===== src/rtl/fetch_queue_if.sv =====
// Fetch-stage bus bundle: redirect input, instruction-memory request/response
// channels and the decode-side instruction handshake.
interface fetch_queue_if #(
  parameter int XLEN = 32,
  parameter int ILEN = 32
);
  logic            redirect_valid;
  logic [XLEN-1:0] redirect_target;
  logic            imem_req_valid;
  logic            imem_req_ready;
  logic [XLEN-1:0] imem_req_addr;
  logic            imem_rsp_valid;
  logic [ILEN-1:0] imem_rsp_data;
  logic            inst_valid;
  logic            inst_ready;
  logic [XLEN-1:0] inst_pc;
  logic [ILEN-1:0] inst_data;

  // fetch unit side
  modport master (
    input  redirect_valid, redirect_target, imem_req_ready,
           imem_rsp_valid, imem_rsp_data, inst_ready,
    output imem_req_valid, imem_req_addr, inst_valid, inst_pc, inst_data
  );

  // memory / decode / redirect source side
  modport slave (
    output redirect_valid, redirect_target, imem_req_ready,
           imem_rsp_valid, imem_rsp_data, inst_ready,
    input  imem_req_valid, imem_req_addr, inst_valid, inst_pc, inst_data
  );
endinterface


===== src/rtl/fetch_queue.sv =====
// Decoupled instruction fetch: sequential PC+4 requests, in-order responses
// paired with their PC in a DEPTH-entry prefetch FIFO, redirect flushes
// everything buffered and marks every still-owed response as stale.
module fetch_queue #(
  parameter int              XLEN     = 32,
  parameter int              ILEN     = 32,
  parameter int              DEPTH    = 4,
  parameter logic [XLEN-1:0] RESET_PC = '0
) (
  input  logic          clock,
  input  logic          reset,
  fetch_queue_if.master bus
);
  localparam int AW = $clog2(DEPTH);
  localparam int CW = AW + 1;

  logic [XLEN-1:0] fetch_pc;
  logic [XLEN-1:0] rsp_pc;
  logic [CW-1:0]   count;
  logic [CW-1:0]   pending;
  logic [CW-1:0]   drop;
  logic [AW-1:0]   wr_ptr;
  logic [AW-1:0]   rd_ptr;
  logic [XLEN-1:0] pc_mem   [DEPTH];
  logic [ILEN-1:0] inst_mem [DEPTH];

  logic [CW:0]     credit_used;
  logic            req_fire;
  logic            rsp_take;
  logic            push;
  logic            pop;
  logic [CW-1:0]   pending_next;
  logic [XLEN-1:0] target_pc;

  // Live (non-stale) requests plus buffered entries must never exceed DEPTH,
  // so every response we keep has a FIFO slot waiting for it.
  assign credit_used = {1'b0, count} + {1'b0, pending - drop};

  assign bus.imem_req_valid = ~reset & (credit_used < (CW+1)'(DEPTH));
  assign bus.imem_req_addr  = fetch_pc;

  assign req_fire  = bus.imem_req_valid & bus.imem_req_ready;
  // A response with nothing outstanding is a protocol error and is ignored.
  assign rsp_take  = bus.imem_rsp_valid & (pending != '0);
  assign push      = rsp_take & (drop == '0) & ~bus.redirect_valid;

  assign bus.inst_valid = ~reset & ~bus.redirect_valid & (count != '0);
  assign bus.inst_pc    = pc_mem[rd_ptr];
  assign bus.inst_data  = inst_mem[rd_ptr];
  assign pop            = bus.inst_valid & bus.inst_ready;

  assign pending_next = pending + CW'(req_fire) - CW'(rsp_take);
  assign target_pc    = {bus.redirect_target[XLEN-1:2], 2'b00};

  // Control state: PCs, FIFO pointers, outstanding/stale response counters.
  always_ff @(posedge clock) begin
    if (reset) begin
      fetch_pc <= RESET_PC;
      rsp_pc   <= RESET_PC;
      count    <= '0;
      pending  <= '0;
      drop     <= '0;
      wr_ptr   <= '0;
      rd_ptr   <= '0;
    end else if (bus.redirect_valid) begin
      fetch_pc <= target_pc;
      rsp_pc   <= target_pc;
      count    <= '0;
      wr_ptr   <= '0;
      rd_ptr   <= '0;
      pending  <= pending_next;
      drop     <= pending_next;
    end else begin
      pending <= pending_next;
      if (req_fire)
        fetch_pc <= fetch_pc + XLEN'(4);
      if (rsp_take && drop != '0)
        drop <= drop - CW'(1);
      if (push) begin
        rsp_pc <= rsp_pc + XLEN'(4);
        wr_ptr <= wr_ptr + AW'(1);
      end
      if (pop)
        rd_ptr <= rd_ptr + AW'(1);
      count <= count + CW'(push) - CW'(pop);
    end
  end

  // FIFO storage; contents need no reset since count gates visibility.
  always_ff @(posedge clock) begin
    if (push) begin
      pc_mem[wr_ptr]   <= rsp_pc;
      inst_mem[wr_ptr] <= bus.imem_rsp_data;
    end
  end
endmodule


===== src/flat_wrapper.sv =====
// flat-port wrapper written by rule: the top's interface ports become plain ports
module fetch_queue_flat 
#(
  parameter int              XLEN     = 32,
  parameter int              ILEN     = 32,
  parameter int              DEPTH    = 4,
  parameter logic [XLEN-1:0] RESET_PC = '0
)
  (clock, reset, bus_redirect_valid, bus_redirect_target, bus_imem_req_ready, bus_imem_rsp_valid, bus_imem_rsp_data, bus_inst_ready, bus_imem_req_valid, bus_imem_req_addr, bus_inst_valid, bus_inst_pc, bus_inst_data);
  fetch_queue_if #(.XLEN(XLEN), .ILEN(ILEN)) bus_i ();
  input  logic clock;
  input  logic reset;
  input wire logic [$bits(bus_i.redirect_valid)-1:0] bus_redirect_valid;
  input wire logic [$bits(bus_i.redirect_target)-1:0] bus_redirect_target;
  input wire logic [$bits(bus_i.imem_req_ready)-1:0] bus_imem_req_ready;
  input wire logic [$bits(bus_i.imem_rsp_valid)-1:0] bus_imem_rsp_valid;
  input wire logic [$bits(bus_i.imem_rsp_data)-1:0] bus_imem_rsp_data;
  input wire logic [$bits(bus_i.inst_ready)-1:0] bus_inst_ready;
  output wire logic [$bits(bus_i.imem_req_valid)-1:0] bus_imem_req_valid;
  output wire logic [$bits(bus_i.imem_req_addr)-1:0] bus_imem_req_addr;
  output wire logic [$bits(bus_i.inst_valid)-1:0] bus_inst_valid;
  output wire logic [$bits(bus_i.inst_pc)-1:0] bus_inst_pc;
  output wire logic [$bits(bus_i.inst_data)-1:0] bus_inst_data;
  assign bus_i.redirect_valid = bus_redirect_valid;
  assign bus_i.redirect_target = bus_redirect_target;
  assign bus_i.imem_req_ready = bus_imem_req_ready;
  assign bus_i.imem_rsp_valid = bus_imem_rsp_valid;
  assign bus_i.imem_rsp_data = bus_imem_rsp_data;
  assign bus_i.inst_ready = bus_inst_ready;
  assign bus_imem_req_valid = bus_i.imem_req_valid;
  assign bus_imem_req_addr = bus_i.imem_req_addr;
  assign bus_inst_valid = bus_i.inst_valid;
  assign bus_inst_pc = bus_i.inst_pc;
  assign bus_inst_data = bus_i.inst_data;
  fetch_queue #(.XLEN(XLEN), .ILEN(ILEN), .DEPTH(DEPTH), .RESET_PC(RESET_PC)) u_core (.clock(clock), .reset(reset), .bus(bus_i));
endmodule

===== config.mk =====
export PLATFORM = sky130hd
export DESIGN_NAME = fetch_queue_flat
export DESIGN_NICKNAME = d
export VERILOG_FILES = /design/src/rtl/fetch_queue_if.sv /design/src/rtl/fetch_queue.sv /design/src/flat_wrapper.sv
export SDC_FILE = /design/constraint.sdc
export NUM_CORES = 1
export LEC_CHECK = 0
export CORE_UTILIZATION = 27
export DETAILED_ROUTE_END_ITERATION = 10
export PLACE_DENSITY_LB_ADDON = 0.15
export SLEW_MARGIN = 25
export SYNTH_ARGS = -nofsm -noshare
export SYNTH_HDL_FRONTEND = slang
export SYNTH_SLANG_ARGS = --single-unit

===== constraint.sdc =====
create_clock -name clock -period 3.5 [get_ports clock]
set_clock_uncertainty 0.2 [all_clocks]
set_input_delay 0.7 -clock clock [delete_from_list [all_inputs] [get_ports clock]]
set_output_delay 0.7 -clock clock [all_outputs]
set_load 0.01 [all_outputs]

# After elaboration in Yosys (flattened, before gate mapping)
# Memory sizes are Yosys's and may differ from the RTL's. A register that Yosys moved wholly into a read port is not among the register bits.
# Index checks and enable logic that the tools add are counted.
[op_classes]
magnitude_cmp = 1
n_reduce_logical = 9
n_bitwise = 10
add_sub_neg = 11
n_mux = 12
[op_table]
columns = ["operator", "n"]
rows = [
  ["two-way mux 32 bit", 4],
  ["adder 32 x 3 -> 32 bit, second input constant", 2],
  ["nonzero test 3 bit", 3],
  ["bitwise AND 1 bit", 8],
  ["two-way mux 2 bit", 4],
  ["adder 3 x 1 -> 3 bit", 2],
  ["two-way mux 3 bit", 2],
  ["nonzero test 2 bit", 3],
  ["subtractor 3 x 1 -> 3 bit", 2],
  ["adder 2 x 1 -> 2 bit, second input constant", 2],
  ["adder 3 x 3 -> 4 bit", 1],
  ["less-than comparator 4 x 3 -> 1 bit, second input constant", 1],
  ["zero test 3 bit", 1],
  ["subtractor 3 x 1 -> 3 bit, second input constant", 1],
  ["subtractor 3 bit", 1],
  ["two-way mux 1 bit", 2],
  ["inverter 1 bit", 2],
  ["OR reduction 2 bit", 1],
  ["logical AND 1 bit", 1],
]
[word_totals]
output_inout_bits = 98
register_bits = 77
mem_count = 2
elab_cells = 54
ram_bits = 256
input_bits = 70
[mem_list]
columns = ["name", "words", "width", "rd", "rd_ports_with_merged_regs", "write_ports", "line_no", "source"]
rows = [
  ["u_core.inst_mem", 4, 32, 1, 1, 1, "fetch_queue.sv:25", "logic [ILEN-1:0] inst_mem [DEPTH];"],
  ["u_core.pc_mem", 4, 32, 1, 1, 1, "fetch_queue.sv:24", "logic [XLEN-1:0] pc_mem [DEPTH];"],
]

# Logic depth before layout (Yosys ltp)
# Gate-level depths: netlist of the first run.
[depth]
depth_word = 8
mapped_depth = 15
ltp_nobuf = 15

# Worst setup path before layout of the first run
# OpenSTA, ideal clock, no wires.
[synth_path]
path_kind = "input -> register"
start = "input bus_redirect_valid"
end = "memory u_core.inst_mem[1][0] (enable)"
path_slack_ns = -0.045
t_arrival_ns = 2.919
setup_ns = 0.426
t_required_ns = 2.874
path_buffers = 2
path_stages = 4
path_cell_list = "clkbuf_1 > clkbuf_1 > nor3_1 > and2_1"
[synth_via]
elab_chain_cells = 4
[synth_rtl]
columns = ["item", "line_no", "source"]
rows = [
  ["from (decl)", "flat_wrapper.sv:13", "input wire logic [$bits(bus_i.redirect_valid)-1:0] bus_redirect_valid;"],
  ["inverter 1 bit", "fetch_queue.sv:45", "assign push = rsp_take & (drop == '0) & ~bus.redirect_valid;"],
  ["bitwise AND 1 bit", "fetch_queue.sv:45", ""],
  ["net u_core.push", "fetch_queue.sv:30", "logic push;"],
  ["two-way mux 1 bit", "fetch_queue.sv:91", "if (push) begin"],
  ["two-way mux 1 bit (implied by the code)", "fetch_queue.sv:93", "inst_mem[wr_ptr] <= bus.imem_rsp_data;"],
  ["to (decl)", "fetch_queue.sv:25", ""],
]
# The timed path passes the listed nets, and every way through them passes these cells.

# Worst setup path in the final report of the first run
[layout_path]
start = "register u_core.pending[0]"
end = "output bus_imem_req_valid"
[layout_via]
elab_chain_cells = 4
[layout_rtl]
columns = ["item", "line_no", "source"]
rows = [
  ["from (decl)", "fetch_queue.sv:20", "logic [CW-1:0] pending;"],
  ["from (signal assigned)", "fetch_queue.sv:71", "pending <= pending_next;"],
  ["from (signal assigned)", "fetch_queue.sv:74", "pending <= pending_next;"],
  ["subtractor 3 bit", "fetch_queue.sv:37", "assign credit_used = {1'b0, count} + {1'b0, pending - drop};"],
  ["adder 3 x 3 -> 4 bit", "fetch_queue.sv:37", ""],
  ["less-than comparator 4 x 3 -> 1 bit", "fetch_queue.sv:39", "assign bus.imem_req_valid = ~reset & (credit_used < (CW+1)'(DEPTH));"],
  ["bitwise AND 1 bit", "fetch_queue.sv:39", ""],
  ["to (decl)", "flat_wrapper.sv:19", "output wire logic [$bits(bus_i.imem_req_valid)-1:0] bus_imem_req_valid;"],
]
# Every way passes these cells.

==> results_dict.tcl, run 1 <==
set metrics [dict create \
    die_w_microns 225 \
    clk_pin_slew_ns 0.06 \
    clock-sinks 323 \
    h-tree-depth 2 \
    io_buffers 161 \
    core_area_sq_um 49000 \
    yosysSeqAreaShare_pct 66.7 \
    core.rowCount 81 \
    synth_compound_area_share_pct 7.91 \
    synthSimpleGateAreaFrac_pct 8.60 \
    num_antenna_cells 0 \
    slew_headroom_pct 33.8 \
    clock.fmax_mhz 281 \
    rsz0062_at_grt "yes" \
    worstHoldPathType "flip-flop to flip-flop" \
    wl_per_cell_microns 19.1 \
    p_comb_share_pct 13.1 \
    finalMaxSlewViolations 0 \
    insertion_delay_ns 0.54 \
    violations "setup timing" \
    crit_path_end_kind "primary output" \
    start_kind "flip-flop" \
    synthAdderAreaFrac_pct 1.85 \
    max-vdd-ir-drop_mv 0.258 \
    grtUsageMet3_pct 3.04 \
    yosysUniqueCellTypes 55 \
    clkPwrFrac_pct 40.0 \
    async_reset_ff_share_pct 0 \
    ys_seq_elements 323 \
    p_sw_w 0.00227 \
    synth_xor_area_share_pct 1.24 \
    synth_top_family_by_area "multiplexers" \
    flow.area_growth_from_synthesis_pct 29.5 \
    pwr-share-seq_pct 46.9 \
    first_iter_violations 359 \
    worst_slack_ns -0.0589 \
    antenna_found_initial 0 \
    dr.pass1.iters 6 \
    p_leak_nw 5.58 \
    drc 0 \
    final_layout_size_suffix_gt1_share_pct 16.8 \
    gr-usage-met1_pct 18.2 \
    dp_slack_ns -0.0358 \
    routed_wl_microns 33600 \
    grt_use_total_pct 13.6 \
    dp_hpwl_microns 22400 \
    synth_ff_type "edfxtp_1" \
    ys_warn_count 0 \
    cts_tree "yes" \
    synth_mux_area_share_pct 10.6 \
    cts_buffers 38 \
    start_util_pct 27.4 \
    n_fill_cell 4714 \
    finalWorstPathRequiredPeriod_ns 3.56 \
    ant_nets 0 \
    grt_max_degree 39 \
    vias 8214 \
    clock_tree.root_cell "clkbuf_16" \
    setup_viol 1 \
    p_per_area_nw_per_um2 547 \
    grt-ovfl-total 0 \
    switching_share_pct 23.9 \
    via_per_inst 4.68 \
    grt_pass1_wl_microns 51600 \
    intPower_w 0.00723 \
    grt_pass1_vias 8496 \
    die_h_microns 225 \
    path_max_fanout 2 \
    gp_congestion 0.749 \
    num_io_pins 168 \
    finalHoldViolCount 0 \
    synth.avg_cell_area_sq_um 15.4 \
    total_power_w 0.00950 \
    synth_edf_count 248 \
    syn_inst 870 \
    clk_path_buf_depth 3 \
    status "finished with violations" \
    grtUsageMet2_pct 21.9 \
    worst_pin_slew_ns 0.993 \
    cts_hold_buffers 0 \
    synth_area_sq_um 13400 \
    worstPathRequired_ns 2.60 \
    fin_nets 1154 \
    busiest_layer "met2" \
    worstSetupPathType "flip-flop to primary output" \
    design.die.area_sq_um 50600 \
    timing.final.crit_share_pct 102 \
    maxCapViolations 0 \
    cp.arrival_ns 2.66 \
]
[sequential cells by signal (all words and copies together) (netlist names), named ones only]
register and flops:
u_core.inst_mem 128, u_core.pc_mem 120, u_core.bus.imem_req_addr 30, u_core.rsp_pc 30, u_core.count 3, u_core.drop 3
u_core.pending 3, u_core.rd_ptr 2, u_core.wr_ptr 2
[power by group through the flow]
stage,Sequential [W],Combinational [W],Clock [W]
floorplan,0.00451,0.000613,0
global placement,0.00453,0.00124,0
detailed placement,0.00454,0.00125,0
CTS,0.00446,0.00127,0.00394
global route,0.00449,0.00137,0.00408
finish,0.00446,0.00124,0.00380
[path summary, 6_finish.rpt]
kind / start / endpoint / slack [ns] / depth (start not counted)
worst max-delay path: u_core.pending[0] / bus_imem_req_valid / -0.06 / 10
worst min-delay path: u_core.bus.imem_req_addr[17] / u_core.bus.imem_req_addr[17] / 0.34 / 2
worst max register to register: u_core.pending[0] / u_core.drop[2] / 0.25 / 17
worst min register to register: u_core.bus.imem_req_addr[17] / u_core.bus.imem_req_addr[17] / 0.34 / 2
[metal layers]
metal / vias up / wire length, microns
li1: 3883 / -
met4: 0 / 609
met1: 4103 / 15600
met3: 41 / 1640
met2: 187 / 15700
met5: - / 0
[cells in the mapped netlist (2+ instances only)]
cell,instances,share of area [%]
and3_1,10,0.47
or2_2,4,0.19
and2_1,7,0.33
o21a_1,4,0.22
nor2_1,23,0.64
nor4b_1,2,0.13
a31oi_1,8,0.37
mux2i_1,2,0.15
o21bai_1,5,0.28
nand3b_1,2,0.11
edfxtp_1,248,56
o31ai_1,6,0.34
xor2_1,7,0.46
o311ai_0,3,0.20
a21oi_1,31,1.2
nor2b_1,4,0.19
buf_4,4,0.22
fa_1,3,0.45
or3_1,10,0.47
nor4_1,38,1.8
clkbuf_1,36,1.0
or4_1,5,0.28
nand2b_1,2,0.093
dfxtp_1,75,11
nand3_1,21,0.78
o21ai_0,10,0.37
inv_1,46,1.3
o31a_1,52,3.4
and4_1,9,0.59
nand4_1,23,1.1
mux4_2,62,10
nand2_1,21,0.59
a21boi_0,9,0.50
buf_1,2,0.056
o211ai_1,2,0.11
buf_2,8,0.30
ha_1,15,1.4
nor3_1,14,0.52
xnor2_1,12,0.78
a211oi_1,10,0.56
[critical path: stages (launching register included)]
cell and delay, ns:
dfxtp_2 0.32, inv_2 0.07, ha_4 0.12, inv_2 0.03, fa_2 0.32, xor2_1 0.15
xnor2_1 0.16, ha_2 0.30, or4_4 0.42, nor2_2 0.09, buf_2 0.13
[logic make-up after synthesis]
family,after synthesis
flip-flops,323
AO/OA/AOI/OAI,146
adder cells (fa/ha/maj),18
buffers and inverters,99
XOR/XNOR,19
other,1
multiplexers,64
AND/OR/NAND/NOR,200
[layout by cell type (no fill, tap or decap), drive strengths merged, types with 3 or more instances in the layout]
cell	instances
o21a	4
or2	4
fa	3
nor3	14
nand3	21
or4	5
buf	46
xor2	7
mux4	62
edfxtp	248
o21ai	10
nand4	24
o31a	52
ha	15
nor2b	4
a31oi	8
o31ai	6
xnor2	12
clkdlybuf4s50	159
clkinv	11
a211oi	10
clkbuf	51
or3	10
a21boi	10
o311ai	3
a21oi	31
o21bai	5
inv	47
nor4	39
and4	9
clkinvlp	3
nand2	21
and3	10
nor2	23
dfxtp	75
conb	4
and2	7
[cell type report]
| type | instances | area [sq um] | area share [%] |
|---|---|---|---|
| Timing Repair Buffer | 205 | 2110 | 12.1 |
| Multi-Input combinational cell | 451 | 4090 | 23.6 |
| Clock buffer | 51 | 1090 | 6.30 |
| Clock inverter | 15 | 105 | 0.605 |
| Sequential cell | 323 | 8960 | 51.6 |
| Tap cell | 664 | 831 | 4.78 |
| Inverter | 47 | 176 | 1.02 |
[per-stage QoR]
stage                     hold WS [ns]  utilization, %  area (sq um)  setup TNS (ns)  std cells
after floorplan                  0.285               -         13400               0        873
after global placement           0.303            33.0         16100         -0.0354       1690
final                            0.339            35.5         17400         -0.0589       1756
after detailed placement         0.324            33.0         16100         -0.0358       1690
after global routing             0.387            35.5         17400          -0.215       1756
after CTS                        0.341            35.5         17400          -0.147       1756
[what timing repair did]
action,in CTS,in global routing
pin swaps,3,1
gates cloned,0,0
setup buffers,0,0
resized for setup,14,0
endpoints found under the setup margin,1,1
(Power assumes the default switching activity.)
==> inputs of run 2 (changes only) <==
--- a/config.mk
+++ b/config.mk
@@ -7,6 +7,7 @@
 export LEC_CHECK = 0
 export CORE_UTILIZATION = 27
 export DETAILED_ROUTE_END_ITERATION = 10
+export DONT_BUFFER_PORTS = 1
 export PLACE_DENSITY_LB_ADDON = 0.15
 export SLEW_MARGIN = 25
 export SYNTH_ARGS = -nofsm -noshare
==> results_dict.tcl, run 2 (synthesized netlist as in run 1, its figures left out) <==
set metrics [dict create \
    status "finished with violations" \
    violations "setup timing" \
    finalHoldViolCount 0 \
    grt_max_degree 87 \
    design.die.area_sq_um 50600 \
    grt_pass1_wl_microns 49800 \
    start_kind "flip-flop" \
    num_io_pins 168 \
    tns_ns -0.0251 \
    clock-sinks 323 \
    core.rowCount 81 \
    p_per_area_nw_per_um2 592 \
    h-tree-depth 2 \
    final_cell_mix "edfxtp_1, dfxtp_1, mux4_2" \
    die_w_microns 225 \
    worstHoldStart "bus_imem_rsp_data[16]" \
    gp_congestion 0.706 \
    via_per_inst 4.81 \
    reg_top3 "u_core.inst_mem (128), u_core.pc_mem (120)" \
    timing.final.crit_share_pct 101 \
    cts_buffers 40 \
    r2r_start "u_core.pending[0]" \
    pwr-share-seq_pct 48.7 \
    slew_headroom_pct 36.0 \
    clk_pin_slew_ns 0.06 \
    clkPwrFrac_pct 41.6 \
    insertion_delay_ns 0.54 \
    worst_pin_slew_ns 0.961 \
    grt-ovfl-total 0 \
    finalWorstPathRequiredPeriod_ns 3.53 \
    die_h_microns 225 \
    hold_depth 0 \
    drc 0 \
    worst_slack_ns -0.0251 \
    io_buffers 0 \
    slowest_delay_ns 0.44 \
    largest_register_ffs 128 \
    intPower_w 0.00696 \
    p_sw_w 0.00223 \
    crit_buf_inv 2 \
    rsz0062_at_grt "yes" \
    maxCapViolations 0 \
    clk_path_buf_depth 3 \
    grt_pass1_vias 7681 \
    worstPathRequired_ns 2.60 \
    layout_commonest_cell "edfxtp_1" \
    final_layout_size_suffix_gt1_share_pct 17.4 \
    design_area_sq_um 15500 \
    dp_slack_ns 0.326 \
    ant_nets 0 \
    grt_use_total_pct 13.3 \
    finalMaxSlewViolations 0 \
    clock_tree.root_cell "clkbuf_16" \
    crit_chain "inv_2 > ha_1 > inv_1 > fa_2 > xor2_1 > xnor2_1 > ha_2 > or4_4 > nor2_4" \
    first_iter_violations 395 \
    cts_tree "yes" \
    total_power_w 0.00919 \
    vias 7602 \
    dp_hpwl_microns 20100 \
    max-vdd-ir-drop_mv 0.318 \
    fin_nets 973 \
    r2r_cells 16 \
    wl_per_cell_microns 21.1 \
    crit_slowest_cell "or4_4" \
    hold_end "u_core.inst_mem[2][16]" \
    core_area_sq_um 49000 \
    routed_wl_microns 33400 \
    clock.fmax_mhz 284 \
    setup_viol 1 \
    p_comb_share_pct 9.7 \
    switching_share_pct 24.2 \
    fin_util_pct 31.7 \
    start_util_pct 27.4 \
    dr.pass1.iters 4 \
    antenna_found_initial 0 \
    path_max_fanout 2 \
    path_delay_family "adder cells" \
    worstReg2RegEnd "u_core.drop[2]" \
    top_register "u_core.inst_mem" \
    p_leak_nw 4.83 \
    placed_area_sq_um 14300 \
    worstHoldPathType "input pin to flip-flop" \
    worstSetupPathType "flip-flop to primary output" \
    cp.arrival_ns 2.63 \
    r2r_setup_slack_ns 0.26 \
    crit_path_end_kind "primary output" \
    flow.area_growth_from_synthesis_pct 15.7 \
    crit_start "u_core.pending[0]" \
    num_antenna_cells 0 \
]
-- run 2: cell types whose count changed in the layout (fill, tap and decap cells not counted), sizes merged --
cell and change:
inv -1, dlygate4sd3 +1, buf -25, clkinv +6
clkinvlp +1, clkdlybuf4s50 -159
-- run 2: power groups by stage --
stage	logic, W	clock network (W)	registers (W)
2_1_floorplan	0.000613	0	0.00451
3_3_place_gp	0.000858	0	0.00456
3_5_place_dp	0.000859	0	0.00456
4_1_cts	0.000907	0.00399	0.00448
5_1_grt	0.000992	0.00413	0.00451
6_report	0.000890	0.00382	0.00448
-- run 2: metal layers --
metal  vias up  share of wire [%]  track usage [%]  wire (microns)
li1       3514                  -                -               -
met1      3839                 44             17.5           14800
met3        46                6.9             4.22            2310
met2       203                 47             20.9           15500
met4         0                2.0             3.60             673
met5         -                  0                0               0
-- run 2: stage by stage --
step	cells	hold slack, ns
finish	1579	0.0607
global route	1579	0.0143
CTS	1579	0.00718
detailed placement	1505	0.328
global placement	1505	0.317
floorplan	873	0.285
-- run 2: timing repair --
item | in CTS | in global routing
hold endpoints to repair | 4 | 0
gates resized for setup | 8 | 0
buffers inserted | 1 | 0
setup endpoints to repair | 1 | 2
pin swaps | 3 | 1
hold buffers | 1 | 0
-- run 2: cell type report --
class / instances / area (sq um)
Inverter: 47 / 176
Fill cell: 4799 / 33400
Sequential cell: 323 / 8960
Multi-Input combinational cell: 451 / 4090
Timing Repair Buffer: 22 / 243
Clock buffer: 51 / 1080
Clock inverter: 21 / 134
Tap cell: 664 / 831
-- run 2: worst max-delay path by stage --
stage / end / slack (ns) / cells after the start
after CTS: bus_imem_req_valid / -0.10 / 9
after global placement: bus_imem_req_valid / 0.30 / 9
final: bus_imem_req_valid / -0.03 / 9
after floorplan: u_core.drop[1] / 0.36 / 13
after detailed placement: u_core.drop[2] / 0.33 / 13
after global routing: bus_imem_req_valid / -0.20 / 9
-- run 2: worst reg2reg max path, cell delays in order (launching register included) --
cell and delay [ns]:
dfxtp_2 0.32, inv_2 0.05, ha_1 0.13, inv_1 0.05, fa_2 0.33, xor2_1 0.16
xnor2_1 0.14, ha_2 0.33, buf_4 0.10, nor4_2 0.03, nand3_1 0.16, inv_1 0.07
ha_1 0.19, fa_1 0.38, xnor2_1 0.15, xnor2_1 0.15, a211oi_1 0.22
